### src/rtl/disp_scan_ctrl.sv
`default_nettype none
// ============================================================================
//  Module      : disp_scan_ctrl
//  Description : 4-digit 7-segment scan controller with per-digit blanking,
//                8-level PWM brightness, and a frame-timed buzzer sequencer
//                accepting beep requests over a req/ack handshake.
//  Revision    : 1.0 - initial release
// ============================================================================
module disp_scan_ctrl #(
  parameter int SCAN_DIV = 50000,  // clocks per digit slot (multiple of 8, >= 16)
  parameter int BEEP_DIV = 25000   // clocks per buzzer half-period (>= 1)
) (
  input  logic        Clock,
  input  logic        Reset,
  input  logic [31:0] seg_data,
  input  logic [3:0]  blank,
  input  logic [2:0]  bright,
  input  logic        beep_req,
  input  logic [7:0]  beep_len,
  output logic        beep_ack,
  output logic        beep_busy,
  output logic        frame_tick,
  output logic [0:3]  SD,
  output logic [0:7]  SEG,
  output logic        Buzz
);

  localparam int TICKS  = SCAN_DIV / 8;
  localparam int TICK_W = (TICKS > 1) ? $clog2(TICKS) : 1;
  localparam int TONE_W = (BEEP_DIV > 1) ? $clog2(BEEP_DIV) : 1;

  localparam logic [TICK_W-1:0] TICK_MAX = TICK_W'(TICKS - 1);
  localparam logic [TONE_W-1:0] TONE_MAX = TONE_W'(BEEP_DIV - 1);

  typedef enum logic [1:0] {
    IDLE = 2'd0,
    TONE = 2'd1,
    COOL = 2'd2
  } state_t;

  logic [TICK_W-1:0] tick;
  logic [2:0]        phase;
  logic [1:0]        digit;
  logic [7:0]        shadow;

  state_t            state;
  logic [7:0]        remaining;
  logic [TONE_W-1:0] tone_cnt;

  logic              slot_start;
  logic              frame_end;
  logic [7:0]        cur_pat;
  logic [7:0]        pat;
  logic              lit;

  // The first cycle of a slot uses the live input so the new digit never
  // shows the previous digit's pattern while the shadow is being loaded.
  assign slot_start = (tick == '0) && (phase == 3'd0);
  assign frame_end  = (digit == 2'd3) && (phase == 3'd7) && (tick == TICK_MAX);
  assign cur_pat    = seg_data[{digit, 3'b000} +: 8];
  assign pat        = slot_start ? cur_pat : shadow;
  assign lit        = (phase < bright) && !blank[digit];

  // Free-running tick -> phase -> digit scan counters
  always_ff @(posedge Clock or negedge Reset) begin
    if (!Reset) begin
      tick  <= '0;
      phase <= 3'd0;
      digit <= 2'd0;
    end else if (tick == TICK_MAX) begin
      tick <= '0;
      if (phase == 3'd7) begin
        phase <= 3'd0;
        digit <= digit + 2'd1;
      end else begin
        phase <= phase + 3'd1;
      end
    end else begin
      tick <= tick + 1'b1;
    end
  end

  // Capture the selected digit's pattern once at the start of each slot
  always_ff @(posedge Clock or negedge Reset) begin
    if (!Reset) begin
      shadow <= 8'hFF;
    end else if (slot_start) begin
      shadow <= cur_pat;
    end
  end

  // Registered pin drive and end-of-frame pulse
  always_ff @(posedge Clock or negedge Reset) begin
    if (!Reset) begin
      SD         <= 4'b1111;
      SEG        <= 8'hFF;
      frame_tick <= 1'b0;
    end else begin
      SD         <= 4'b1111;
      SEG        <= 8'hFF;
      frame_tick <= frame_end;
      if (lit) begin
        SD[digit] <= 1'b0;
        for (int k = 0; k < 8; k++) begin
          SEG[k] <= pat[k];
        end
      end
    end
  end

  // Beep sequencer: accept in IDLE, tone for beep_len frames, cool one frame
  always_ff @(posedge Clock or negedge Reset) begin
    if (!Reset) begin
      state     <= IDLE;
      remaining <= 8'd0;
      tone_cnt  <= '0;
      beep_ack  <= 1'b0;
      beep_busy <= 1'b0;
      Buzz      <= 1'b0;
    end else begin
      beep_ack <= 1'b0;
      case (state)
        IDLE: begin
          Buzz <= 1'b0;
          if (beep_req) begin
            beep_ack  <= 1'b1;
            remaining <= beep_len;
            if (beep_len != 8'd0) begin
              state     <= TONE;
              beep_busy <= 1'b1;
              Buzz      <= 1'b1;
              tone_cnt  <= '0;
            end
          end
        end
        TONE: begin
          if (frame_tick && (remaining <= 8'd1)) begin
            state     <= COOL;
            remaining <= 8'd0;
            Buzz      <= 1'b0;
          end else begin
            if (frame_tick) begin
              remaining <= remaining - 8'd1;
            end
            if (tone_cnt == TONE_MAX) begin
              tone_cnt <= '0;
              Buzz     <= ~Buzz;
            end else begin
              tone_cnt <= tone_cnt + 1'b1;
            end
          end
        end
        COOL: begin
          Buzz <= 1'b0;
          if (frame_tick) begin
            state     <= IDLE;
            beep_busy <= 1'b0;
          end
        end
        default: begin
          state     <= IDLE;
          beep_busy <= 1'b0;
          Buzz      <= 1'b0;
        end
      endcase
    end
  end

endmodule
`default_nettype wire

### config.mk
export PLATFORM = sky130hd
export DESIGN_NAME = disp_scan_ctrl
export DESIGN_NICKNAME = d
export VERILOG_FILES = /design/src/rtl/disp_scan_ctrl.sv
export SDC_FILE = /design/constraint.sdc
export NUM_CORES = 1
export LEC_CHECK = 0
export ABC_AREA = 1
export BUFFER_PORTS_ARGS = -buffer_cell sky130_fd_sc_hd__buf_4
export CAP_MARGIN = 20
export CORE_MARGIN = 3
export CORE_UTILIZATION = 52
export DETAILED_ROUTE_END_ITERATION = 8
export PLACE_DENSITY = 0.84
export REMOVE_ABC_BUFFERS = 1
export SYNTH_ARGS = -nofsm -noshare
export SYNTH_HDL_FRONTEND = slang
export SYNTH_SLANG_ARGS = --single-unit
### constraint.sdc
create_clock -name Clock -period 1.6 [get_ports Clock]
set_input_delay 0.32 -clock Clock [delete_from_list [all_inputs] [get_ports Clock]]
set_output_delay 0.32 -clock Clock [all_outputs]
set_load 0.05 [all_outputs]
After elaboration in Yosys (flattened, before gate mapping)
Index checks and enable logic that the tools add are counted.
- register bits: 67
- input bits: 50
- output and inout bits: 16
- add/subtract/negate cells: 5
- $lt $le $gt $ge: 5
- equality and inequality tests: 13
- shift-type cells: 1
- muxes and demuxes: 34
- bitwise logic cells: 4
- reduce and logical (&&, ||, !) cells: 17
- operators with widths (operator ; count):
    15-bit two-way mux ; 4
    8-bit two-way mux ; 5
    32-bit by 6-bit variable part select with 8-bit output ; 1
    15-bit case mux with 2 select lines ; 1
    8-bit case mux with 2 select lines ; 1
    15-bit by 1-bit adder with 15-bit output (second input constant) ; 1
    15-bit equality test (second input constant) ; 1
    13-bit by 1-bit adder with 13-bit output (second input constant) ; 1
    13-bit equality test (second input constant) ; 1
    13-bit logical NOT ; 1
    13-bit two-way mux ; 1
    4-bit AND reduction ; 3
    1-bit two-way mux ; 11
    2-bit inequality test (second input constant) ; 5
    8-bit by 1-bit <= comparator with 1-bit output (second input constant) ; 1
    2-bit two-way mux ; 4
    8-bit nonzero test ; 1
    8-bit by 1-bit subtractor with 8-bit output (second input constant) ; 1
    1-bit logical AND ; 6
    3-bit inequality test (second input constant) ; 2
    2-bit case mux with 3 select lines ; 1
    2-bit equality test (second input constant) ; 2
    4-bit two-way mux ; 1
    4-bit NOT ; 1
    21 further kinds ; 22

Logic depth before layout (Yosys ltp)
- word-level depth: 7
- depth in mapped cells: 10
- mapped depth without buffers: 9

Least setup slack after synthesis
No wires, ideal clock.
- path type: register -> register
- start: register frame_tick
- end: register Buzz
- arrival: 1449 ps
- required time: 1480 ps
- path slack: 31 ps
- cell stages (with the launch flop): 7
- buffers on the path: 1
- period minus slack after synthesis: 1569 ps
- cells stage by stage: dfrtp_1 -> nand3_1 -> o21ai_4 -> nand2_4 -> buf_6 -> nand3_1 -> nand2_1
- word-level cells in the longest chain between the ends: 3
- elaborated cells between the ends (all ways): 4
- classes of those cells: eq/ne (1); mux (2); reduce/logical (1)
- RTL lines (item ; line ; RTL):
    start: declaration ; 22 ; output logic frame_tick,
    start signal: assignment ; 101 ; frame_tick <= frame_end;
    1-bit logical AND (*) ; 137 ; if (frame_tick && (remaining <= 8'd1)) begin
    1-bit two-way mux ; 137 ;
    1-bit case mux with 2 select lines ; 122 ; case (state)
    end signal: assignment ; 147 ; Buzz <= ~Buzz;
    end: declaration ; 25 ; output logic Buzz
Every way passes the cells marked *; elsewhere a longest branch is shown, timed or not.
A chain may end at the register's enable or synchronous reset.

Final worst setup path
- start: register remaining[1]
- end: register tone_cnt[10]
- word-level cells in the longest chain between the ends: 4
- RTL lines (item ; line ; RTL):
    start: declaration ; 47 ; logic [7:0] remaining;
    start signal: assignment ; 127 ; remaining <= beep_len;
    start signal: assignment ; 143 ; remaining <= remaining - 8'd1;
    8-bit by 1-bit <= comparator with 1-bit output ; 137 ;
    1-bit logical AND ; 137 ;
    2-bit inequality test (no source line) ; -- ;
    4-bit AND reduction (no source line) ; -- ;
    end signal: assignment ; 149 ; tone_cnt <= tone_cnt + 1'b1;
    end: declaration ; 48 ; logic [TONE_W-1:0] tone_cnt;
Every way passes these cells.

==> results by group <==
Status
  • Outcome: complete, but fails checks
  • Violations in the final reports: negative setup slack

Global routing
  • Initial antenna violation count: 0
  • Grt total ovfl: 0
  • GR Util All Layers: 0.235
  • Largest net degree at the start of global routing: 32
  • First-pass GRT wire length: 17000 um
  • Vias in the first global route: 3885

Die
  • I/O Pins: 66
  • Die ar.: 9060 um2
  • Die height: 95.2 um
  • Starting Density: 0.552
  • Die X: 95.2 um
  • Core Rows: 31
  • Core box area: 7490 um2

Timing
  • Final count of hold timing violations: 0
  • Setup WS post-layout: -49.3 ps
  • Worst-Margin Slew: 695 ps
  • Max transition margin: 0.537
  • Fin crit period: 1650 ps
  • Fmax achieved: 606 MHz
  • Final setup fails: 16
  • Fin. max-slew vios: 0
  • RSZ-0062 raised after global routing: yes
  • Worst clock skew: 17.5 ps
  • Final worst-path cycle share: 1.03

CTS
  • CTS clk-pin slew, worst paths: 90 ps
  • CTS Buffer Depth: 2
  • # clock sinks: 67
  • Worst-skew pair later-pin latency: 350 ps
  • CTS H-tree depth: 3
  • CTS tree: yes
  • TritonCTS buffer count: 9
  • Clock Tree Root: clkbuf_8

Worst setup path
  • FF-to-FF Start: remaining[1]
  • Register-to-Register Path Depth: 10
  • Critical Path RT: 1830 ps
  • Startpoint Class: flop
  • Critical path arrival: 1880 ps
  • CP max stage delay: 430 ps
  • Critical path class: reg2reg
  • R2r endpoint: tone_cnt[10]
  • Crit-path cells: inv_2 -> ha_4 -> inv_2 -> nand2_2 -> nand3_4 -> o21ai_4 -> buf_12 -> nand2_8 -> nand2_2 -> nand2_1
  • Slowest CP cell: dfrtp_1
  • FF-to-FF setup slack: -50 ps
  • Worst-path fanout max: 9
  • Crit path buffers/inverters: 3
  • CP endpoint kind: flop
  • Crit path max-delay family: flip-flops

Drt
  • Vias per cell: 5.51
  • Total Wirelength: 11100 um
  • Antenna-violating nets left: 0
  • DR iter-0 viols: 256
  • Via count: 4214
  • Drt drc: 0
  • Drt pass-1 iters: 5
  • DR WL/cell: 14.5 um

Worst hold path
  • HP Start: beep_req
  • Hold path depth: 3
  • Min-delay worst type: in2reg
  • Hold EP: beep_ack

Finish
  • Share of layout cells above drive strength 1: 0.267
  • Ant diodes: 0
  • Final instance area: 5330 um2
  • # fillers: 554
  • Fin util: 0.711
  • Final nets: 726
  • Final Non-Filler Cells: 765
  • Synth-to-layout area growth: 28.8%

Logic synthesis
  • Distinct cells, synth: 32
  • Mapped Area: 4140 um2
  • Leading area contributor after synthesis: dfrtp_1
  • Ranking of synthesized cells by area: dfrtp_1 (28%), nand2_1 (13%), dfstp_2 (13%), nor2_1 (8.1%), inv_1 (7.2%)
  • Syn avg cell area: 7.13 um2
  • Synth top area share: 0.284
  • Ys Warns: 0
  • Flops & latches, synth: 67
  • Synthesized instance count: 580
  • Sequential-to-total area share from yosys stat: 0.411

Power
  • IR drop worst, VDD: 0.630 mV
  • Pwr per Cell Area: 975 nW/um2
  • Leakage power: 0.00259 uW

Place
  • I/O Buffers: 65
  • DP Wirelength: 7500 um
  • Dpl cells: 742
  • Area after detailed placement: 4780 um2
  • Routability cong.: 0.950

Flow run
  • Number of max-cap violations: 0
## cell usage after synthesis (all sizes together)
cell and number:
nand2 150, nor2 95, inv 82, nand3 56
dfrtp 47, o21ai 39, dfstp 20, ha 15
a21oi 12, nand4 12, nor3 12, buf 11
xor2 10, o22ai 9, clkbuf 4, nor3b 3
a31oi 1, nand3b 1, o21bai 1
## final cells by class
type                    instances  area [um2]  area share
inverters                      82         308      0.0578
repair buffers                 83         697       0.131
flip-flops and latches         67        1710       0.320
clock inverters                 4        26.3     0.00493
well taps                      99         124      0.0233
clock buffers                  12         188      0.0352
multi-input cells             418        2280       0.428
## worst reg2reg max path: stages, from the launching register on
cell and delay, ps:
dfrtp_1 430, inv_2 130, ha_4 160, inv_2 40, nand2_2 70, nand3_4 80, o21ai_4 180, buf_12 180
nand2_8 100, nand2_2 100, nand2_1 60
## cells in the final DEF, fill, tap and decap left out, types with 2 or more instances in the layout
master	count
o22ai_1	8
nor2_1	85
o21ai_1	7
dfrtp_2	3
nand2_4	2
ha_4	3
nor3_1	11
nand2_1	140
inv_2	7
o21ai_2	4
nand3_1	39
buf_4	76
clkbuf_8	10
buf_12	4
nor2_4	3
dfstp_2	20
nand3_2	16
ha_1	12
o21ai_0	27
nor3b_1	3
dfrtp_1	44
inv_4	2
nand4_1	12
xor2_1	9
nand2_2	7
inv_1	75
clkbuf_16	3
nor2_2	7
nand2_8	3
a21oi_1	12
## metrics by stage
step	setup TNS (ps)	setup WS (ps)	power [uW]	hold WS, ps
2_1_floorplan	-2030	-128	2910	24.4
3_3_place_gp	0	90.3	3290	244
3_5_place_dp	0	26.7	3360	244
4_1_cts	0	1.81	4840	292
5_1_grt	-1680	-122	5490	297
6_report	-366	-49.3	5190	301
## registers in the layout (all words and copies together) (netlist names)
register,flops
shadow,8
tick,13
state,2
tone_cnt,15
SEG,8
beep_busy,1
remaining,8
phase,3
SD,4
frame_tick,1
beep_ack,1
Buzz,1
digit,2
## power by group
group / internal, uW / switching [uW]
combinational: 645 / 872
clock: 796 / 702
sequential: 1910 / 260
## worst max path at each step
stage / startpoint / endpoint / slack [ps] / cells past startpoint
floorplan: digit[0] / SEG[0] / -130 / 7
global placement: tone_cnt[1] / tone_cnt[12] / 90 / 8
detailed placement: tone_cnt[1] / tone_cnt[14] / 30 / 8
CTS: phase[0] / SEG[5] / 2 / 8
global route: remaining[1] / tone_cnt[10] / -120 / 10
finish: remaining[1] / tone_cnt[10] / -50 / 10
## routing by layer
metal / wire length, um / vias up / track usage / part of all wire
met4: 257 / 0 / 0.0661 / 0.023
met3: 921 / 39 / 0.0458 / 0.083
li1: - / 2005 / - / -
met5: 0 / - / 0 / 0
met2: 5420 / 221 / 0.397 / 0.49
met1: 4510 / 1949 / 0.305 / 0.41
## kinds of logic (layout without fill, tap and decap cells)
family,Yosys count,after routing,synth area share
flip-flops,67,67,0.411
AND/OR/NAND/NOR,329,331,0.341
XOR/XNOR,10,10,0.0212
buffers and inverters,97,181,0.0953
adder cells (fa/ha/maj),15,15,0.0454
AO/OA/AOI/OAI,62,62,0.0856
## repair_timing
item                                    4_1_cts  5_1_grt
pin swaps                                     0       20
gates cloned                                  0        3
hold endpoints to repair                     22        0
hold buffers                                  1        0
buffers inserted                              0        3
endpoints found under the setup margin        1       51
resized for setup                             1       63
Note: power is estimated with default switching activity, not from simulation.
